<file path="src/rtl/inst_fetch.sv">
// Program RAM for the 6-bit accumulator core: loaded over a valid/ready port, then streamed in order to the decoder.
// Optional INST_FETCH_LOOP_EN adds a loop input that restarts the program without a bubble at end of program.
module inst_fetch #(
  parameter int AW = 4
) (
  input  logic          clk,
  input  logic          rst_n,
  input  logic          ld_valid,
  output logic          ld_ready,
  input  logic [5:0]    ld_data,
  input  logic          ld_last,
  input  logic          start,
  input  logic          stall,
`ifdef INST_FETCH_LOOP_EN
  input  logic          loop,
`endif
  output logic [5:0]    inst,
  output logic          inst_valid,
  output logic [AW-1:0] pc,
  output logic          busy,
  output logic          done
);

  localparam logic [5:0] NOP = 6'b111100;

  typedef enum logic [1:0] {IDLE, LOADED, RUN} state_e;

  state_e        state_q;
  logic [AW-1:0] wr_ptr_q;
  logic [AW-1:0] pc_q;
  logic [AW:0]   len_q;
  logic [5:0]    inst_q;
  logic          inst_valid_q;
  logic          busy_q;
  logic          done_q;
  logic [5:0]    mem [2**AW];

  logic          ld_acc;
  logic          consume;
  logic          last_word;
  logic          loop_en;
  logic [AW-1:0] pc_d;

`ifdef INST_FETCH_LOOP_EN
  assign loop_en = loop;
`else
  assign loop_en = 1'b0;
`endif

  assign ld_ready  = (state_q == IDLE);
  assign ld_acc    = ld_valid && ld_ready;
  assign consume   = inst_valid_q && !stall;
  assign last_word = ({1'b0, pc_q} == (len_q - 1'b1));
  assign pc_d      = pc_q + 1'b1;

  // RAM has no reset; contents survive reset but len=0 makes them unreachable.
  always_ff @(posedge clk) begin
    if (rst_n && ld_acc) begin
      mem[wr_ptr_q] <= ld_data;
    end
  end

  always_ff @(posedge clk) begin
    if (!rst_n) begin
      state_q      <= IDLE;
      wr_ptr_q     <= '0;
      len_q        <= '0;
      pc_q         <= '0;
      inst_q       <= NOP;
      inst_valid_q <= 1'b0;
      busy_q       <= 1'b0;
      done_q       <= 1'b0;
    end else begin
      done_q <= 1'b0;
      case (state_q)
        IDLE: begin
          if (ld_acc) begin
            wr_ptr_q <= wr_ptr_q + 1'b1;
            // a full RAM closes the program even without ld_last
            if (ld_last || (&wr_ptr_q)) begin
              len_q    <= {1'b0, wr_ptr_q} + 1'b1;
              wr_ptr_q <= '0;
              state_q  <= LOADED;
            end
          end
        end
        LOADED: begin
          if (start) begin
            state_q      <= RUN;
            pc_q         <= '0;
            inst_q       <= mem[0];
            inst_valid_q <= 1'b1;
            busy_q       <= 1'b1;
          end
        end
        RUN: begin
          if (consume) begin
            if (!last_word) begin
              pc_q   <= pc_d;
              inst_q <= mem[pc_d];
            end else if (loop_en) begin
              pc_q   <= '0;
              inst_q <= mem[0];
              done_q <= 1'b1;
            end else begin
              pc_q         <= '0;
              inst_q       <= NOP;
              inst_valid_q <= 1'b0;
              busy_q       <= 1'b0;
              done_q       <= 1'b1;
              state_q      <= LOADED;
            end
          end
        end
        default: state_q <= IDLE;
      endcase
    end
  end

  assign inst       = inst_q;
  assign inst_valid = inst_valid_q;
  assign pc         = pc_q;
  assign busy       = busy_q;
  assign done       = done_q;

endmodule

</file>
<file path="config.mk">
export PLATFORM = sky130hd
export DESIGN_NAME = inst_fetch
export DESIGN_NICKNAME = d
export VERILOG_FILES = /design/src/rtl/inst_fetch.sv
export SDC_FILE = /design/constraint.sdc
export NUM_CORES = 1
export LEC_CHECK = 0
export BUFFER_PORTS_ARGS = -buffer_cell sky130_fd_sc_hd__clkbuf_2
export CAP_MARGIN = 0
export CORE_MARGIN = 5
export CORE_UTILIZATION = 55
export CTS_BUF_LIST = sky130_fd_sc_hd__clkbuf_8
export DETAILED_ROUTE_END_ITERATION = 10
export HOLD_SLACK_MARGIN = 0.15
export PLACE_DENSITY = 0.74
export SETUP_SLACK_MARGIN = 0.4
export SLEW_MARGIN = 15
export SYNTH_ARGS = -nofsm -noshare
export SYNTH_HDL_FRONTEND = slang
export SYNTH_SLANG_ARGS = --single-unit
</file>
<file path="constraint.sdc">
create_clock -name clk -period 3.25 [get_ports clk]
set_input_delay 0.325 -clock clk [delete_from_list [all_inputs] [get_ports clk]]
set_output_delay 0.325 -clock clk [all_outputs]
set_load 0.1 [all_outputs]
</file>
# == Word level (Yosys, flattened, before mapping) ==
# Memory sizes are Yosys's and may differ from the RTL's.
# Cells that the tools add are included.
# word_totals
output_inout_bits,14
mem_bits_rw,96
in_bits,12
latchBits,0
regBits,23
romBits,0
word_cells,56
mem_count,1
# classes
order_cmp,0
n_shift,0
multipliers,0
bitwise_logic,0
n_reduce_logical,14
n_addsub,4
n_eq_ne,8
muxes,22
n_div,0
# memory_table
memory,words,width,rd,rd_clocked_by_memory_dff,write_ports,line,source
mem,16,6,2,0,1,36,logic [5:0] mem [2**AW];
# ops
op,n
$mux W6,3
$mux W4,4
$pmux W6 S2,1
$mux W2,5
$reduce_and A3 Y1,3
$add A4 B1 Y4 const B,2
$pmux W4 S2,1
$reduce_and A4 Y1,2
$mux W1,6
$ne A2 B2 Y1 const B,3
$pmux W2 S3,1
$add A4 B1 Y5 const B,1
$eq A4 B5 Y1,1
$reduce_and A5 Y1,1
$sub A5 B1 Y5 const B,1
$ne A2 B1 Y1 const B,2
$logic_and A1 B1 Y1,3
$eq A2 B1 Y1 const B,1
$eq A2 B2 Y1 const B,1
$logic_not A2 Y1,1
$pmux W1 S2,1
$reduce_and A2 Y1,1
$reduce_bool A2 Y1,1
$logic_not A1 Y1,1
$logic_or A1 B1 Y1,1

# == Depth between registers and ports, before layout ==
# depth
word_depth,5
ltp_mapped,8
depth_no_buf,7

# == Least setup slack after synthesis ==
# Ideal clock, no wire load.
# synth_timing
kind,register -> register
startpoint,register state_q[1]
endpoint,"memory mem[3][0], enable pin"
path_buffers,1
setup_time_ps,377
path_slack_ps,66
t_required_ps,2873
synth_period_minus_slack_ps,3184
arrival_ps,2807
stages_incl_launch_ff,6
path_cell_list,dfxtp_1 -> nor2_1 -> and2_1 -> clkbuf_1 -> nand3_1 -> nor3_1
# synth_via
elab_chain_cells,5
# synth_lines
element,line,source
start: declaration,28,state_e state_q;
start signal: assignment,65,state_q <= IDLE;
start signal: assignment,83,state_q <= LOADED;
start signal: assignment,89,state_q <= RUN;
$logic_not A2 Y1,50,assign ld_ready = (state_q == IDLE);
via ld_ready,9,"output logic ld_ready,"
$logic_and A1 B1 Y1,51,assign ld_acc = ld_valid && ld_ready;
$logic_and A1 B1 Y1,58,if (rst_n && ld_acc) begin
$mux W1,58,
$mux W1 (implied by the code),59,mem[wr_ptr_q] <= ld_data;
end: declaration,36,
# The timed path passes the listed nets, and every way through them passes these cells.

# == Final worst setup path ==
# layout_timing
startpoint,"register pc_q[0], in the netlist pc[0]"
endpoint,"register inst_q[5], in the netlist inst[5]"
# layout_via
elab_chain_cells,5
elab_cells_between_ends,6
cone_classes,add/sub (1); eq/ne (1); mux (3); memory (1)
# layout_lines
element,line,source
start: declaration,30,logic [AW-1:0] pc_q;
start signal: assignment,99,pc_q <= pc_d;
$add A4 B1 Y4,54,assign pc_d = pc_q + 1'b1;
$mem_v2 Z16 W6,-,
$mux W6 *,98,if (!last_word) begin
$mux W6 *,97,if (consume) begin
$pmux W6 S2 *,75,case (state_q)
end signal: assignment,91,inst_q <= mem[0];
end signal: assignment,100,inst_q <= mem[pc_d];
end signal: assignment,103,inst_q <= mem[0];
end: declaration,32,logic [5:0] inst_q;
# Every way passes the cells marked *; elsewhere a longest branch is shown, timed or not. The select of a mux whose other input is x is not followed.
# A chain may end at the register's enable or synchronous reset.

==> implementation parameters <==
Parameter                              Value

Synthesis
  Post-synthesis sequential element count ... 119
  Cell area after technology mapping ... 4990 sq um
  Mapped Nets ... 325
  Synth warnings ... 0
  Combinational family with the most area after synthesis ... multiplexers
  Most repeated cell in the gate-level netlist after synthesis ... sky130_fd_sc_hd__edfxtp_1
  Fraction of registers with async set/reset ... 0
  Number of distinct library cell variants in the gate-level netlist after synthesis ... 42
  Share of the synthesized area in the top cell type ... 0.578
  Syn Area/Cell ... 16.2 sq um
  Post-synthesis compound-gate area fraction ... 0.0514
  Post-synthesis mux area share ... 0.150
  Leading cell types by total area after synthesis ... sky130_fd_sc_hd__edfxtp_1, sky130_fd_sc_hd__dfxtp_1, sky130_fd_sc_hd__mux4_1, sky130_fd_sc_hd__mux4_2, sky130_fd_sc_hd__a21oi_1
  Number of enable-type register cells in the synthesized netlist ... 96
  Area share of fa/ha/maj cells after synthesis ... 0.0150
  Ranking of synthesized cells by instance count ... sky130_fd_sc_hd__edfxtp_1, sky130_fd_sc_hd__dfxtp_1, sky130_fd_sc_hd__nor2_1, sky130_fd_sc_hd__a21oi_1, sky130_fd_sc_hd__mux4_2
  Yosys top cell by area ... sky130_fd_sc_hd__edfxtp_1
  Sequential cell area fraction in the yosys report ... 0.670
  Simple-gate share of the synthesized area ... 0.0730
  Xor and xnor area share after synthesis ... 0.0173
  Post-Synthesis Cells ... between 300 and 400
  Most instantiated flip-flop cell in the synthesis netlist ... sky130_fd_sc_hd__edfxtp_1

Final layout
  Number of nets at the end of the flow ... about 360
  Post-route cell area ... between 5000 and 6000 sq um
  Share of final-layout standard cells stronger than drive strength 1 ... 0.239
  Filler-free cell count of the finished design ... 464
  Layout overhead on the synthesized area ... 12.7%
  Ant diodes ... 0
  Filler cell count ... 616

Routing
  Routed length per placed instance ... 21.9 um
  Number of remaining DRC errors ... 0
  Post-detailed-route count of antenna-violating nets ... 0
  Starting DRT DRC Count ... ~260
  Total wirelength of the detailed-routed design ... 10100 um
  Routed vias/inst ... 6.03
  Initial DRT Pass Iterations ... 6
  Count of vias placed by the detailed router ... approximately 2800

Power and ir drop
  Internal power of the cells ... 2.47 mW
  Comb power frac ... 0.120
  Largest voltage drop on the vdd net ... 0.351 mV
  Leakage power ... 1.88 nW
  Part of the total power dissipated in sequential elements ... 0.501
  Power spent charging and discharging nets ... 0.958 mW
  Pwr Density ... 610 nW/um^2
  Net switching share of the total power ... 0.280
  Clock power frac ... 0.379

Setup path
  Kind of start point of the critical path ... register
  Register-to-register setup slack ... 0.77 ns
  Start-to-end type of the worst setup path ... reg2reg
  Endpoint class of the critical path ... register
  Required time at the endpoint of the critical path ... 3.56 ns
  Worst reg-to-reg path cell count ... 5
  FF-to-FF Start ... pc[0]
  Critical path data arrival time ... 2.79 ns
  End of the worst register-to-register path ... inst[5]
  Highest fanout seen on the critical path ... 16

STA
  Number of failing hold endpoints at the final stage ... 0
  Setup TNS after final layout ... 0 ns
  Transition time of the tightest slew-check pin ... 0.951 ns
  # setup viols final ... 0
  Setup repair after global routing missed its margin ... false
  Fin Clk Skew ... 0.0106 ns
  Fin. max-slew vios ... 0
  Peak Freq ... ~400 MHz
  Tightest slew margin relative to the limit ... 0.361
  Post-layout min period ... between 2 and 2.5 ns
  Final setup margin ... 0.774 ns
  Period Utilization, post-route ... 0.762

GRT
  Maximum number of pins on one net before global-route repair ... 26
  Total global routing overflow ... 0
  Wire length of the first global-routing pass ... around 16000 um
  Met3 capacity usage during global routing ... 0.0532
  Met2 Resource Use GR ... 0.291
  Most used routing layer in global routing ... met2
  Number of antenna violations at the first check in global routing ... 0
  Vias in the first global route ... 2783
  Met1 usage in global routing ... 0.279
  Gr usage total ... 0.193

Min path
  Cell depth of the worst hold path ... 3
  Endpoint, Worst Hold ... done
  Type of the tightest min-delay check ... in2reg
  Origin of the worst min-delay path ... stall

Die
  Number of I/O pins ... 26
  Initial core utilization ... 0.569
  Core ar. ... 8760 sq um
  Die Wd ... 105 um
  Die H ... 105 um
  Die Footprint ... 11100 sq um
  Number of cell rows ... 34

Clock network
  Post-CTS setup repair buffer count ... 0
  Clock net sink count ... 119
  Hold-fix buffer count after cts ... 0
  Clock tree root driver cell ... sky130_fd_sc_hd__clkbuf_8
  Number of levels in the clock H-tree ... 4
  Post_cts resized ... 0
  Maximum count of clock buffers along a single path ... 2
  Clock Pin Slew Worst Setup and Hold Paths ... around 0.080 ns
  TritonCTS clock tree ... yes
  CTS Buf Count ... 17
  Clock insertion delay at the later pin of the skew report ... about 0.43 ns

Placement
  Cells after DPL ... between 400 and 500
  Worst slack at placement ... 0.803 ns
  Total of buffers placed on input and output ports ... 25
  Post-DP HPWL ... between 6000 and 7000 um
  Placed inst area ... about 5200 sq um
  Final Wtd Congestion ... just under 0.8

Outcome
  Result of the run ... completed

Job
  Max-capacitance violation count ... 0
==> placed cells by master, fill, tap and decap left out, types with 5 or more instances in the layout <==
cell type / count
sky130_fd_sc_hd__nor2_1: 22
sky130_fd_sc_hd__edfxtp_1: 96
sky130_fd_sc_hd__nand3_1: 11
sky130_fd_sc_hd__nor3_1: 5
sky130_fd_sc_hd__inv_1: 5
sky130_fd_sc_hd__ha_1: 6
sky130_fd_sc_hd__mux2i_1: 7
sky130_fd_sc_hd__clkbuf_2: 25
sky130_fd_sc_hd__buf_4: 9
sky130_fd_sc_hd__mux4_2: 15
sky130_fd_sc_hd__xor2_1: 6
sky130_fd_sc_hd__clkbuf_8: 17
sky130_fd_sc_hd__o21ai_0: 11
sky130_fd_sc_hd__a21oi_1: 18
sky130_fd_sc_hd__nand2_1: 10
sky130_fd_sc_hd__dfxtp_1: 21
sky130_fd_sc_hd__mux4_1: 13
==> routing by layer <==
layer  routed length, um  part of all wire
met2                4890              0.48
met5                   0                 0
met3                 626             0.062
met1                4530              0.45
met4                  91            0.0090
==> flip-flops by register name (all words and copies together), names as in the netlist <==
register	cells
busy	1
done	1
len_q	5
state_q	2
mem	96
wr_ptr_q	4
pc	4
inst	6
==> cells by family after synthesis <==
kind of cell             count (synthesis)
buffers and inverters                   22
adder cells (fa/ha/maj)                  6
AO/OA/AOI/OAI                           45
flip-flops                             119
multiplexers                            35
AND/OR/NAND/NOR                         71
XOR/XNOR                                 9
==> power groups by stage <==
stage | registers [mW] | clock network, mW | logic, mW
5_1_grt | 1.72 | 1.39 | 0.437
2_1_floorplan | 1.83 | 0 | 0.224
6_report | 1.72 | 1.30 | 0.411
3_3_place_gp | 1.75 | 0 | 0.399
3_5_place_dp | 1.75 | 0 | 0.407
4_1_cts | 1.72 | 1.31 | 0.408
==> stage by stage <==
stage / hold slack [ns] / util / total power, mW
CTS: 0.216 / 0.641 / 3.44
detailed placement: 0.466 / 0.597 / 2.16
global placement: 0.470 / 0.597 / 2.15
finish: 0.234 / 0.642 / 3.43
floorplan: 0.424 / - / 2.05
global route: 0.240 / 0.642 / 3.54
==> worst max-delay path by stage <==
stage	from	end	slack (ns)	depth (start not counted)
3_5_place_dp	pc[0]	inst[5]	0.80	5
6_report	pc[0]	inst[5]	0.77	5
4_1_cts	pc[0]	inst[5]	0.79	5
3_3_place_gp	pc[0]	inst[5]	0.82	5
2_1_floorplan	state_q[1]	mem[3][0]	0.57	5
5_1_grt	pc[0]	inst[5]	0.65	5
==> critical path, cell delays in order (launching register included) <==
cell	delay (ns)
sky130_fd_sc_hd__dfxtp_2	0.58
sky130_fd_sc_hd__buf_4	0.38
sky130_fd_sc_hd__mux4_1	0.61
sky130_fd_sc_hd__mux4_2	0.45
sky130_fd_sc_hd__nor3b_1	0.24
sky130_fd_sc_hd__o21ai_1	0.08
==> final cells by class <==
| cell class | instances | area [sq um] | share of cell area |
|---|---|---|---|
| Sequential cell | 119 | 3350 | 0.595 |
| Multi-Input combinational cell | 166 | 1540 | 0.274 |
| Clock buffer | 17 | 234 | 0.0416 |
| Timing Repair Buffer | 34 | 193 | 0.0343 |
| Clock inverter | 14 | 153 | 0.0271 |
| Tap cell | 108 | 135 | 0.0240 |
| Inverter | 6 | 22.5 | 0.00401 |
Power figures use the tool's default switching activity.
